File: config.mk
export PLATFORM = sky130hd
export DESIGN_NAME = rect_fill_engine
export DESIGN_NICKNAME = d
export VERILOG_FILES = /design/src/rtl/rect_fill_engine.sv
export SDC_FILE = /design/constraint.sdc
export NUM_CORES = 1
export LEC_CHECK = 0
export ABC_AREA = 0
export CAP_MARGIN = 10
export CORE_MARGIN = 2
export CORE_UTILIZATION = 52
export CTS_BUF_LIST = sky130_fd_sc_hd__clkbuf_16
export DETAILED_ROUTE_END_ITERATION = 10
export PLACE_DENSITY = 0.79
export SYNTH_ARGS = -nofsm -noshare
export SYNTH_HDL_FRONTEND = slang
export SYNTH_SLANG_ARGS = --single-unit
File: constraint.sdc
create_clock -name clk -period 3.2 [get_ports clk]
set_input_delay 0.64 -clock clk [delete_from_list [all_inputs] [get_ports clk]]
set_output_delay 0.64 -clock clk [all_outputs]
set_load 0.05 [all_outputs]
File: src/rtl/rect_fill_engine.sv
// Rectangle fill engine: writes every pixel of a clipped rectangle into the 512x256 1-bit framebuffer.
// Latency: SETUP one cycle after acceptance; first write decided on that edge; done one cycle after the last write.
// Backpressure: writes are issued only while blanking is high; the cursor stalls (no loss, no repeat) otherwise.
//
// Ports: clk, reset (sync, active-high), start_fill/fill_value/X1/Y1/X2/Y2 (command), blanking (write permit),
//        busy/done (status), ram_x/ram_y/ram_we/ram_wdata (registered framebuffer write port).
module rect_fill_engine (
  input  logic        clk,
  input  logic        reset,
  input  logic        start_fill,
  input  logic        fill_value,
  input  logic [15:0] X1,
  input  logic [15:0] Y1,
  input  logic [15:0] X2,
  input  logic [15:0] Y2,
  input  logic        blanking,
  output logic        busy,
  output logic        done,
  output logic [8:0]  ram_x,
  output logic [7:0]  ram_y,
  output logic        ram_we,
  output logic        ram_wdata
);

  typedef enum logic [1:0] {IDLE, SETUP, FILL, DONE} state_t;

  state_t      state;
  logic [15:0] cx1, cy1, cx2, cy2;
  logic        val;
  logic [8:0]  xmin_r, xmax_r, cur_x;
  logic [7:0]  ymax_r, cur_y;
  logic        pending;    // cursor points at a pixel that still has to be written

  // Normalised and clipped bounds, derived from the captured corners during SETUP.
  logic [15:0] xmin16, xmax16, ymin16, ymax16;
  logic        off_screen, single;
  logic [8:0]  xmin_c, xmax_c;
  logic [7:0]  ymin_c, ymax_c;
  logic        at_xmax, last;

  always_comb begin
    xmin16     = (cx1 < cx2) ? cx1 : cx2;
    xmax16     = (cx1 < cx2) ? cx2 : cx1;
    ymin16     = (cy1 < cy2) ? cy1 : cy2;
    ymax16     = (cy1 < cy2) ? cy2 : cy1;
    off_screen = (xmin16 > 16'd511) || (ymin16 > 16'd255);
    xmin_c     = xmin16[8:0];
    ymin_c     = ymin16[7:0];
    xmax_c     = (xmax16 > 16'd511) ? 9'd511 : xmax16[8:0];
    ymax_c     = (ymax16 > 16'd255) ? 8'd255 : ymax16[7:0];
    single     = (xmin_c == xmax_c) && (ymin_c == ymax_c);
    at_xmax    = (cur_x == xmax_r);
    last       = at_xmax && (cur_y == ymax_r);
  end

  always_ff @(posedge clk) begin
    if (reset) begin
      state     <= IDLE;
      busy      <= 1'b0;
      done      <= 1'b0;
      ram_we    <= 1'b0;
      ram_x     <= 9'd0;
      ram_y     <= 8'd0;
      ram_wdata <= 1'b0;
      cx1       <= 16'd0;
      cy1       <= 16'd0;
      cx2       <= 16'd0;
      cy2       <= 16'd0;
      val       <= 1'b0;
      xmin_r    <= 9'd0;
      xmax_r    <= 9'd0;
      ymax_r    <= 8'd0;
      cur_x     <= 9'd0;
      cur_y     <= 8'd0;
      pending   <= 1'b0;
    end else begin
      ram_we <= 1'b0;
      done   <= 1'b0;
      case (state)
        IDLE: begin
          if (start_fill) begin
            cx1   <= X1;
            cy1   <= Y1;
            cx2   <= X2;
            cy2   <= Y2;
            val   <= fill_value;
            busy  <= 1'b1;
            state <= SETUP;
          end
        end
        SETUP: begin
          if (off_screen) begin
            done  <= 1'b1;
            state <= DONE;
          end else begin
            xmin_r <= xmin_c;
            xmax_r <= xmax_c;
            ymax_r <= ymax_c;
            state  <= FILL;
            // The first pixel can already be issued on this edge, so the
            // first write lands in the cycle after SETUP.
            if (blanking) begin
              ram_we    <= 1'b1;
              ram_x     <= xmin_c;
              ram_y     <= ymin_c;
              ram_wdata <= val;
              pending   <= !single;
              if (xmin_c != xmax_c) begin
                cur_x <= xmin_c + 9'd1;
                cur_y <= ymin_c;
              end else begin
                cur_x <= xmin_c;
                cur_y <= ymin_c + 8'd1;
              end
            end else begin
              cur_x   <= xmin_c;
              cur_y   <= ymin_c;
              pending <= 1'b1;
            end
          end
        end
        FILL: begin
          // One extra FILL cycle after the last write keeps done one cycle
          // behind the final ram_we.
          if (!pending) begin
            done  <= 1'b1;
            state <= DONE;
          end else if (blanking) begin
            ram_we    <= 1'b1;
            ram_x     <= cur_x;
            ram_y     <= cur_y;
            ram_wdata <= val;
            if (last) begin
              pending <= 1'b0;
            end else if (at_xmax) begin
              cur_x <= xmin_r;
              cur_y <= cur_y + 8'd1;
            end else begin
              cur_x <= cur_x + 9'd1;
            end
          end
        end
        DONE: begin
          busy  <= 1'b0;
          state <= IDLE;
        end
        default: state <= IDLE;
      endcase
    end
  end

endmodule

==> flow_metrics.py <==
metrics = {
    "power_and_ir_drop": {
        "swShare": 0.440,
        "ir_drop_v": 0.000559,
        "clkPwrFrac": 0.167,
        "p_sw_w": 0.00453,
        "p_per_area_nw_per_um2": 1010,
        "p_int_w": 0.00578,
        "comb_power_share": 0.604,
        "p_leak_nw": 3.96,
        "sequentialPowerShare": 0.229,
        "report.power.total_w": 0.0103,
    },
    "setup_path": {
        "required_ns": 3.49,
        "start_kind": "flip-flop",
        "crit_family": "simple AND/OR/NAND/NOR gates",
        "crit_type": "reg2reg",
        "worstPathCellList": "inv_1, ha_1, nand4_1, o221ai_1, nor2b_4, a211oi_4, buf_6, buf_4, mux2i_4, xnor2_1, or4_4, a2111oi_4, a41oi_1",
        "cpPeakStageDelay_ns": 0.55,
        "cp_max_fo": 3,
        "critPathSlowestCell": "or4_4",
        "cp_num_buf_inv": 3,
        "arrival_ns": 3.42,
        "cp-end-kind": "flip-flop",
    },
    "floorplan": {
        "placementRows": 45,
        "core_area_um2": 15100,
        "fp.dieW_um": 128,
        "die-area_um2": 16300,
        "ios": 90,
        "start_util": 0.527,
        "fp.dieH_um": 128,
    },
    "clock_tree": {
        "root_buffer": "clkbuf_16",
        "cts_tree": "yes",
        "cts_buffers": 17,
        "clock_sinks": 132,
        "clk-insertion-delay-late_ns": 0.43,
        "htreeDepth": 4,
        "cts_buffer_depth": 2,
        "path_clk_slew_ns": 0.06,
    },
    "sta": {
        "fin_skew_ns": 0.00666,
        "fmax_ghz": 0.319,
        "tightest_slew_ns": 0.946,
        "hold_viol_final": 0,
        "setup_viol": 0,
        "timing.final.crit_period_ns": 3.14,
        "slew-limit-headroom": 0.367,
        "hold_ws_ns": 0.463,
        "finalSetupTns_ns": 0,
        "maxSlewViolCount": 0,
        "period_share": 0.980,
    },
    "logic_synthesis": {
        "ys_types": 71,
        "yosysWarnings": 0,
        "synth_area_leaders": "dfxtp_1 33%, nand2_1 10%, a21oi_1 7.9%",
        "synth_cells": 1061,
        "syn_area_um2": 7950,
        "synth_top_area_share": 0.332,
        "synth-seq-cells": 132,
        "syn_avg_cell_area_um2": 7.50,
        "yosysSeqAreaShare": 0.332,
        "synth_top_flop_cell": "dfxtp_1",
        "synth-edff-count": 0,
        "yosysTopAreaCell": "dfxtp_1",
        "async_flop_share": 0,
        "syn-num-nets": 1168,
    },
    "grt": {
        "grt-busiest-layer": "met2",
        "grt_antenna_before_repair": 0,
        "grt_max_degree": 78,
        "grt_pass1_wl_um": 34800,
        "use_met3": 0.0534,
        "grt-ovfl-total": 0,
        "grt_pass1_vias": 7180,
        "use_met1": 0.364,
        "use_met2": 0.410,
        "grt_use_total": 0.262,
    },
    "routing": {
        "drt-total-wl_um": 22200,
        "vias": 7898,
        "drtIter0Drc": 1025,
        "dr.pass1.iters": 5,
        "drc": 0,
        "ant_nets": 0,
        "wire_per_inst_um": 16.2,
        "via_per_inst": 5.74,
    },
    "final_layout": {
        "multi_input_area_um2": 5040,
        "final-seq-area_um2": 2650,
        "syn_to_final_growth_pct": 28.3,
        "antenna_cells": 0,
        "drive_above_1_share": 0.130,
        "nFillCells": 1237,
        "mostFrequentLayoutCell": "nand2_1",
        "nNetsFinal": 1284,
        "layout_common_cells": "216 x nand2_1, 128 x dfxtp_1, 124 x a21oi_1",
    },
    "placement": {
        "place_congestion": 0.968,
        "port_buffers": 89,
        "hpwl_um": 15500,
    },
    "outcome": {
        "outcome": "finished, final reports clean",
    },
    "worst_hold_path": {
        "hp-class": "reg2reg",
    },
    "run": {
        "maxCapViolations": 0,
    },
}
## flip-flops by register name, indices dropped and copies added, names as in the netlist
register   count
cx1           16
cur_x          9
ymax_r         8
cy2           16
done           1
xmin_r         9
cy1           16
state          2
ram_wdata      1
cx2           16
xmax_r         9
cur_y          8
ram_we         1
ram_x          9
ram_y          8
val            1
busy           1
pending        1
## power by group through the flow
stage | Clock, W | Sequential (W) | Combinational [W]
CTS | 0.00173 | 0.00234 | 0.00556
global route | 0.00179 | 0.00240 | 0.00674
floorplan | 0 | 0.00252 | 0.00367
detailed placement | 0 | 0.00237 | 0.00537
finish | 0.00172 | 0.00236 | 0.00623
global placement | 0 | 0.00236 | 0.00526
## cells in the mapped netlist (15+ instances only)
master    number
a211oi_1      15
a21oi_1      126
clkbuf_1      57
dfxtp_1      132
ha_1          38
inv_1         47
mux2i_1       42
nand2_1      217
nand3_1       29
nand4_1       18
nor2_1        70
nor3_1        17
o21ai_0       46
xnor2_1       21
## stage by stage
step / utilization / setup WS, ns / area, µm² / std cells
after floorplan: - / -0.0143 / 7980 / 1061
after global placement: 0.621 / 0.0497 / 9370 / 1333
after detailed placement: 0.621 / -0.0839 / 9370 / 1333
after CTS: 0.660 / 0.0333 / 9950 / 1365
after global routing: 0.676 / -0.0420 / 10200 / 1375
final: 0.676 / 0.0643 / 10200 / 1375
## timing repair
action / 4_1_cts / 5_1_grt
setup buffers: 4 / 9
hold buffers: 0 / 0
pin swaps: 5 / 10
gates resized for setup: 12 / 34
cloned: 0 / 1
endpoints found under the setup margin: 33 / 54
## area by class of cell
cell class / instances / share of cell area
inverter: 47 / 0.0173
sequential: 132 / 0.259
multi-input combinational: 805 / 0.494
clock inverter: 12 / 0.00760
clock buffer: 17 / 0.0417
tap: 188 / 0.0230
timing repair buffer: 174 / 0.157
## layer usage
metal / part of all wire / vias up
met3: 0.061 / 47
met5: 0 / -
met1: 0.46 / 3605
li1: - / 3945
met2: 0.46 / 301
met4: 0.022 / 0
## worst register-to-register path, stage by stage, from the launching register on
cell	delay, ns
dfxtp_1	0.38
inv_1	0.06
ha_1	0.26
nand4_1	0.18
o221ai_1	0.15
nor2b_4	0.15
a211oi_4	0.29
buf_6	0.17
buf_4	0.12
mux2i_4	0.24
xnor2_1	0.08
or4_4	0.55
a2111oi_4	0.22
a41oi_1	0.14
## cell families after synthesis
| group | after synthesis | synth area share |
|---|---|---|
| mux | 48 | 0.0628 |
| buf+inv | 124 | 0.0604 |
| flops | 132 | 0.332 |
| fa+ha+maj | 38 | 0.0598 |
| simple gates | 414 | 0.234 |
| xor+xnor | 35 | 0.0385 |
| compound gates | 270 | 0.212 |
## worst paths after layout
check / cells after the start / slack (ns) / from / end
max: 13 / 0.06 / cy2[8]$_SDFFE_PP0P_ / pending$_SDFFE_PP0P_
min: 2 / 0.46 / cy2[10]$_SDFFE_PP0P_ / cy2[10]$_SDFFE_PP0P_
max reg2reg: 13 / 0.06 / cy2[8]$_SDFFE_PP0P_ / pending$_SDFFE_PP0P_
min reg2reg: 2 / 0.46 / cy2[10]$_SDFFE_PP0P_ / cy2[10]$_SDFFE_PP0P_
(Power assumes the default switching activity.)
